[config.mk]
export PLATFORM = sky130hd
export DESIGN_NAME = program_loader
export DESIGN_NICKNAME = d
export VERILOG_FILES = /design/src/rtl/program_loader_pkg.sv /design/src/rtl/program_loader.sv
export SDC_FILE = /design/constraint.sdc
export NUM_CORES = 1
export LEC_CHECK = 0
export CAP_MARGIN = 20
export CORE_UTILIZATION = 52
export DETAILED_ROUTE_END_ITERATION = 10
export PLACE_DENSITY = 0.76
export REMOVE_ABC_BUFFERS = 1
export SYNTH_ARGS = -nofsm -noshare
export SYNTH_HDL_FRONTEND = slang
export SYNTH_SLANG_ARGS = --single-unit
[constraint.sdc]
create_clock -name clk -period 1.9 [get_ports clk]
set_input_delay 0.38 -clock clk [delete_from_list [all_inputs] [get_ports clk]]
set_output_delay 0.38 -clock clk [all_outputs]
set_load 0.01 [all_outputs]
[src/rtl/program_loader_pkg.sv]
// rtl/program_loader_pkg.sv - shared state encoding and widths for the program loader
package program_loader_pkg;

   localparam int ADDR_W_DEFAULT = 8;
   localparam int INSTR_W        = 16;

   typedef enum logic [2:0] {
      S_IDLE  = 3'd0,
      S_HDR   = 3'd1,
      S_HI    = 3'd2,
      S_LO    = 3'd3,
      S_WRITE = 3'd4,
      S_DONE  = 3'd5
   } state_t;

endpackage

[src/rtl/program_loader.sv]
// rtl/program_loader.sv - byte-stream image loader into instruction memory, holds the CPU until complete
module program_loader
   import program_loader_pkg::*;
#(
   parameter int ADDR_W = ADDR_W_DEFAULT
) (
   input  logic               clk,
   input  logic               reset,
   input  logic               start,
   input  logic               abort,
   input  logic [7:0]         byte_in,
   input  logic               byte_valid,
   output logic               byte_ready,
   output logic               mem_we,
   output logic [ADDR_W-1:0]  mem_addr,
   output logic [INSTR_W-1:0] mem_data,
   output logic               cpu_hold,
   output logic               load_done
);

   state_t              state_q, state_d;
   logic [ADDR_W-1:0]   n_q, n_d;
   logic [ADDR_W-1:0]   cnt_q, cnt_d;
   logic [7:0]          hi_q, hi_d;
   logic [ADDR_W-1:0]   addr_q, addr_d;
   logic [INSTR_W-1:0]  data_q, data_d;
   logic                xfer;

   always_ff @(posedge clk or posedge reset) begin
      if (reset) begin
         state_q <= S_IDLE;
         n_q     <= '0;
         cnt_q   <= '0;
         hi_q    <= '0;
         addr_q  <= '0;
         data_q  <= '0;
      end else begin
         state_q <= state_d;
         n_q     <= n_d;
         cnt_q   <= cnt_d;
         hi_q    <= hi_d;
         addr_q  <= addr_d;
         data_q  <= data_d;
      end
   end

   assign byte_ready = ((state_q == S_HDR) || (state_q == S_HI) || (state_q == S_LO)) && !abort;
   assign xfer       = byte_valid && byte_ready;

   always_comb begin
      state_d = state_q;
      n_d     = n_q;
      cnt_d   = cnt_q;
      hi_d    = hi_q;
      addr_d  = addr_q;
      data_d  = data_q;
      case (state_q)
         S_IDLE: if (start && !abort) state_d = S_HDR;
         S_HDR: begin
            if (abort) state_d = S_IDLE;
            else if (xfer) begin
               n_d     = ADDR_W'(byte_in);
               cnt_d   = '0;
               state_d = S_HI;
            end
         end
         S_HI: begin
            if (abort) state_d = S_IDLE;
            else if (xfer) begin
               hi_d    = byte_in;
               state_d = S_LO;
            end
         end
         S_LO: begin
            // Address/data are latched here so they are stable for the whole WRITE cycle
            if (abort) state_d = S_IDLE;
            else if (xfer) begin
               data_d  = {hi_q, byte_in};
               addr_d  = cnt_q;
               state_d = S_WRITE;
            end
         end
         S_WRITE: begin
            if (abort) state_d = S_IDLE;
            else if (cnt_q == n_q) state_d = S_DONE;
            else begin
               cnt_d   = cnt_q + ADDR_W'(1);
               state_d = S_HI;
            end
         end
         S_DONE: if (start && !abort) state_d = S_HDR;
         default: state_d = S_IDLE;
      endcase
   end

   assign mem_we    = (state_q == S_WRITE) && !abort;
   assign mem_addr  = addr_q;
   assign mem_data  = data_q;
   assign cpu_hold  = (state_q != S_DONE);
   assign load_done = (state_q == S_DONE);

endmodule

After elaboration in Yosys (flattened, before gate mapping)
Index checks and enable logic that the tools add are counted.
{"block": "totals", "romBits": 0, "reg_bits": 51, "output_inout_bits": 28, "elab_cells": 53, "mem_count": 0, "mem_bits_rw": 0, "inputBits": 13, "latch_bits": 0}
{"block": "op_classes", "bitwise_logic": 1, "n_reduce_logical": 15, "eq_ne": 15, "n_lt_le_gt_ge": 0, "div_mod_pow": 0, "shift": 0, "addsub": 1, "multipliers": 0, "n_mux": 15}
{"op": "8-bit 2-to-1 mux", "count": 4}
{"op": "3-bit 2-to-1 mux", "count": 9}
{"op": "8-bit one-hot mux with 2 select lines", "count": 1}
{"op": "3-bit one-hot mux with 5 select lines", "count": 1}
{"op": "3-bit != test, second input constant", "count": 4}
{"op": "3-bit AND reduction", "count": 3}
{"op": "8-bit by 1-bit adder with 8-bit output, second input constant", "count": 1}
{"op": "8-bit == test", "count": 1}
{"op": "2-bit != test, second input constant", "count": 4}
{"op": "3-bit by 2-bit == test with 1-bit output, second input constant", "count": 2}
{"op": "3-bit == test, second input constant", "count": 2}
{"op": "5-bit AND reduction", "count": 1}
{"op": "1-bit logical AND", "count": 4}
{"op": "4-bit AND reduction", "count": 1}
{"op": "3-bit by 1-bit == test with 1-bit output, second input constant", "count": 1}
{"op": "3-bit logical NOT", "count": 1}
{"op": "1-bit logical OR", "count": 2}
{"op": "2-bit by 1-bit != test with 1-bit output, second input constant", "count": 1}
{"op": "2-bit nonzero test", "count": 1}
{"op": "2-bit OR reduction", "count": 1}
{"op": "1-bit logical NOT", "count": 1}
{"op": "1-bit NOT", "count": 1}

Longest topological paths before layout
{"block": "depth", "depth_word": 8, "ltp_mapped": 7, "ltp_nobuf": 5}

Worst setup path after synthesis
OpenSTA, ideal clock, no wires.
{"block": "synth_path", "kind": "input to register", "from": "in abort", "to": "reg hi_q[0]", "path_stages": 5, "setup_slack_ns": 0.204, "path_buffers": 1, "setup_ns": 0.125, "t_arrival_ns": 1.571, "t_required_ns": 1.775, "path_cell_list": "buf_2 -> nor2_1 -> nand3_1 -> nor2_2 -> mux2_2"}
{"block": "synth_between", "elab_chain_len": 4, "elab_cells_between_ends": 5, "cone_classes": "bitwise: 1; reduce/logical: 4"}
{"item": "start, declared", "line": "program_loader.sv:10", "rtl": "input logic abort,"}
{"item": "1-bit logical NOT", "line": "program_loader.sv:47", "rtl": "assign byte_ready = ((state_q == S_HDR) || (state_q == S_HI) || (state_q == S_LO)) && !abort;"}
{"item": "1-bit logical AND", "line": "program_loader.sv:47"}
{"item": "1-bit logical AND", "line": "program_loader.sv:48", "rtl": "assign xfer = byte_valid && byte_ready;"}
{"item": "3-bit AND reduction (no source line) *"}
{"item": "end signal, assigned", "line": "program_loader.sv:41", "rtl": "hi_q <= hi_d;"}
{"item": "end, declared", "line": "program_loader.sv:24", "rtl": "logic [7:0] hi_q, hi_d;"}
Every way passes the cells marked *; elsewhere a longest branch is shown, timed or not.
A chain may end at the register's enable or synchronous reset.

Final worst setup path
{"block": "layout_path", "from": "reg state_q[0]", "to": "reg cnt_q[2]"}
{"block": "layout_between", "elab_chain_len": 7, "elab_cells_between_ends": 15, "cone_classes": "eq/ne: 8; mux: 1; reduce/logical: 6"}
{"item": "start, declared", "line": "program_loader.sv:21", "rtl": "state_t state_q, state_d;"}
{"item": "start signal, assigned", "line": "program_loader.sv:38", "rtl": "state_q <= state_d;"}
{"item": "3-bit by 1-bit == test with 1-bit output or 3-bit by 2-bit == test with 1-bit output (tied branches)", "line": "program_loader.sv:47, program_loader.sv:57"}
{"item": "1-bit logical OR (2 in series)", "line": "program_loader.sv:47"}
{"item": "1-bit logical AND", "line": "program_loader.sv:47"}
{"item": "1-bit logical AND", "line": "program_loader.sv:48"}
{"item": "2-bit != test (no source line)"}
{"item": "5-bit AND reduction (no source line)"}
{"item": "end signal, assigned", "line": "program_loader.sv:40", "rtl": "cnt_q <= cnt_d;"}
{"item": "end, declared", "line": "program_loader.sv:23", "rtl": "logic [ADDR_W-1:0] cnt_q, cnt_d;"}
Parallel ways exist; a longest one is shown, timed or not.

==> results by group <==
Run status
  • Status: completed

Yosys
  • Count of cell types in the netlist: between 40 and 50
  • Post-Syn Instances: around 180
  • Synthesized flop and latch total: 51
  • Ys flop type: dfrtp_1
  • Syn_area_per_cell: 12.9 um^2
  • Post-synth EDFFs: 0
  • Seq/Total Area, Yosys: 0.562
  • Yosys warning count: 0
  • Synth Cell Area: 0.00227 mm^2
  • Synth async-reset ratio: 1.00

Detailed routing
  • Drt drc: 0
  • Initial drt markers: 58
  • Via count: 1599
  • Post-route ant nets: 0
  • WL final: 4820 um
  • Wire length per cell: 17.0 um
  • DR pass1 iterations: 4
  • Vias per cell: 5.65

Floorplanning
  • Die area: ~0.0046 mm^2
  • IO Count: 41
  • Placement row count: 23
  • Die X: slightly below 70 um
  • Starting density of the core: 0.555
  • Core outline area: 0.00409 mm^2
  • Die extent in y: 68.1 um

STA
  • Final Setup Violations: 0
  • Count of final hold-check violations: 0
  • Post-layout minimum cycle time: 1.86 ns
  • Fmax: about 540 MHz
  • Worst slew pin tran: 0.551 ns
  • Pins Over Slew Limit: 0
  • Final period util: 0.980
  • RSZ-0062 raised after global routing: true
  • Setup TNS: 0 ns
  • Slew margin rel.: 0.629
  • Clock skew: 0.00594 ns

Power
  • Sequential share of power: 0.529
  • Switching power: 764 uW
  • Clock power frac: 0.217
  • P_leak: 0.00136 uW
  • Max IR drop VDD: 0.000623 V
  • Total power: 2840 uW
  • PD cells: between 900 and 1000 mW/mm^2
  • Share of total power in combinational logic: 0.254
  • Switch share: 0.269
  • Internal power: 2080 uW

Critical path
  • CP delay by family, top: simple AND/OR/NAND/NOR gates
  • Max Fanout on Critical Path: 5
  • Worst path most repeated cell: buf_4
  • Crit-path cells: buf_4 -> buf_4 -> xnor2_2 -> nor3b_1 -> buf_4 -> or3b_2 -> o22ai_2 -> a22o_2
  • Data arrival time of the worst path: roughly 2.1 ns
  • Worst Path Buf+Inv: 3
  • Startpoint Class: flop
  • CP endpoint kind: flop
  • Slowest-stage cell, CP: or3b_2
  • Reg2reg start: state_q[0]
  • Required time worst endpoint: 2.15 ns
  • Setup CP Type: flop to flop
  • Crit path launch: state_q[0]
  • Max incr delay on CP: roughly 0.45 ns

Finish
  • Commonest non-fill, non-tap cells in the layout: dfrtp_1 (49), mux2_2 (39), clkdlybuf4s50_1 (35)
  • Footprint of the multi-input gates: 956 um^2
  • FILL cells: 276
  • Layout cells sized above 1: 0.339
  • Most common cell after layout, fill and taps aside: dfrtp_1
  • Final #Nets: 247
  • FF+latch area: around 0.0013 mm^2
  • Post-Route Utilization: 0.730
  • Area Growth Syn to Fin: 31.4%
  • ANT cells: 0

Clock network
  • Max clock buf depth: 2
  • CTS Buf Count: 5
  • Root Buffer: clkbuf_8
  • H-tree depth: 2
  • Clock Latency Late Sink: approximately 0.30 ns
  • Worst-path clk slew: 0.09 ns
  • Clk sinks: 51
  • Hold Buf Count CTS: 0
  • CTS tree: yes

Hold path
  • HP Class: input port to asynchronous set/reset pin

GRT
  • Grt ovf: 0
  • Vias in the first global route: 1693
  • Largest net degree at the start of global routing: 52
  • Gr usage total: 0.235
  • Initial antenna violation count: 0
  • First-pass GRT wire length: roughly 8000 um

Placement
  • Dpl hpwl: between 3000 and 4000 um
  • Placer Congestion: 0.836
  • IO buf count: 40

Run
  • Total of max-cap violations: 0
[cells by family after synthesis]
| logic type | synth area share |
|---|---|
| fa+ha+maj | 0.00551 |
| buf+inv | 0.0248 |
| xor+xnor | 0.0386 |
| compound gates | 0.0711 |
| mux | 0.198 |
| flops | 0.562 |
| simple gates | 0.0998 |
[per-layer routing]
layer / track usage / vias to the layer above / wire length, um
li1: - / 742 / -
met5: 0 / - / 0
met4: 0.0833 / 0 / 65
met1: 0.272 / 804 / 2000
met2: 0.426 / 45 / 2570
met3: 0.0450 / 8 / 186
[synthesized netlist by cell type (2+ instances only)]
cell      instances  area [um^2]
dfrtp_1          51         1280
mux2_2           39          439
nand2_1          12         45.0
xnor2_1           9         78.8
buf_2             6         30.0
nand3_1           6         30.0
nor2_1            6         22.5
o21ai_0           5         25.0
inv_1             4         15.0
a22o_1            2         17.5
nand4_1           2         12.5
nor2_2            2         12.5
o211ai_1          2         15.0
o311ai_0          2         17.5
or3_1             2         12.5
[final timing paths]
kind / end / slack [ns] / cells past startpoint
max in group asynchronous: state_q[0] / 1.22 / 3
min in group clk: mem_addr[2] / 0.49 / 2
setup / recovery: cnt_q[2] / 0.04 / 8
setup reg to reg: cnt_q[2] / 0.04 / 8
hold reg to reg: mem_addr[2] / 0.49 / 2
hold / removal: mem_data[14] / 0.44 / 3
[stage by stage]
stage / hold WS, ns / cell area (um^2) / cells / setup WS, ns
3_3_place_gp: 0.466 / 2860 / 274 / -0.102
3_5_place_dp: 0.480 / 2860 / 274 / -0.132
5_1_grt: 0.472 / 2980 / 283 / -0.00973
2_1_floorplan: 0.446 / 2230 / 168 / 0.194
4_1_cts: 0.453 / 2970 / 283 / 0.0157
6_report: 0.440 / 2980 / 283 / 0.0388
[power groups by stage]
stage / clock network, uW / logic [uW] / registers, uW
after detailed placement: 0 / 707 / 1530
after global placement: 0 / 679 / 1500
after global routing: 669 / 776 / 1540
after CTS: 630 / 727 / 1510
after floorplan: 0 / 373 / 1520
final: 616 / 721 / 1500
[cell type report]
| type | count | area share |
|---|---|---|
| clock buffers | 6 | 0.0277 |
| clock inverters | 1 | 0.00168 |
| inverters | 4 | 0.00503 |
| multi-input cells | 113 | 0.320 |
| flip-flops and latches | 51 | 0.429 |
| well taps | 50 | 0.0210 |
| repair buffers | 58 | 0.195 |
[sequential cells by signal, summed over array words and instances (netlist names)]
| name | count |
|---|---|
| mem_data | 16 |
| cnt_q | 8 |
| hi_q | 8 |
| mem_addr | 8 |
| n_q | 8 |
| state_q | 3 |
[tightest hold or removal path, cell delays in order]
cell and delay, ns:
clkdlybuf4s50_1 0.42, inv_2 0.07, buf_12 0.26
[what timing repair did]
action	4_1_cts	5_1_grt
endpoints found under the setup margin	4	2
gates resized for setup	8	3
pin swaps	0	1
buffers inserted	2	0
Power figures use the tool's default switching activity.
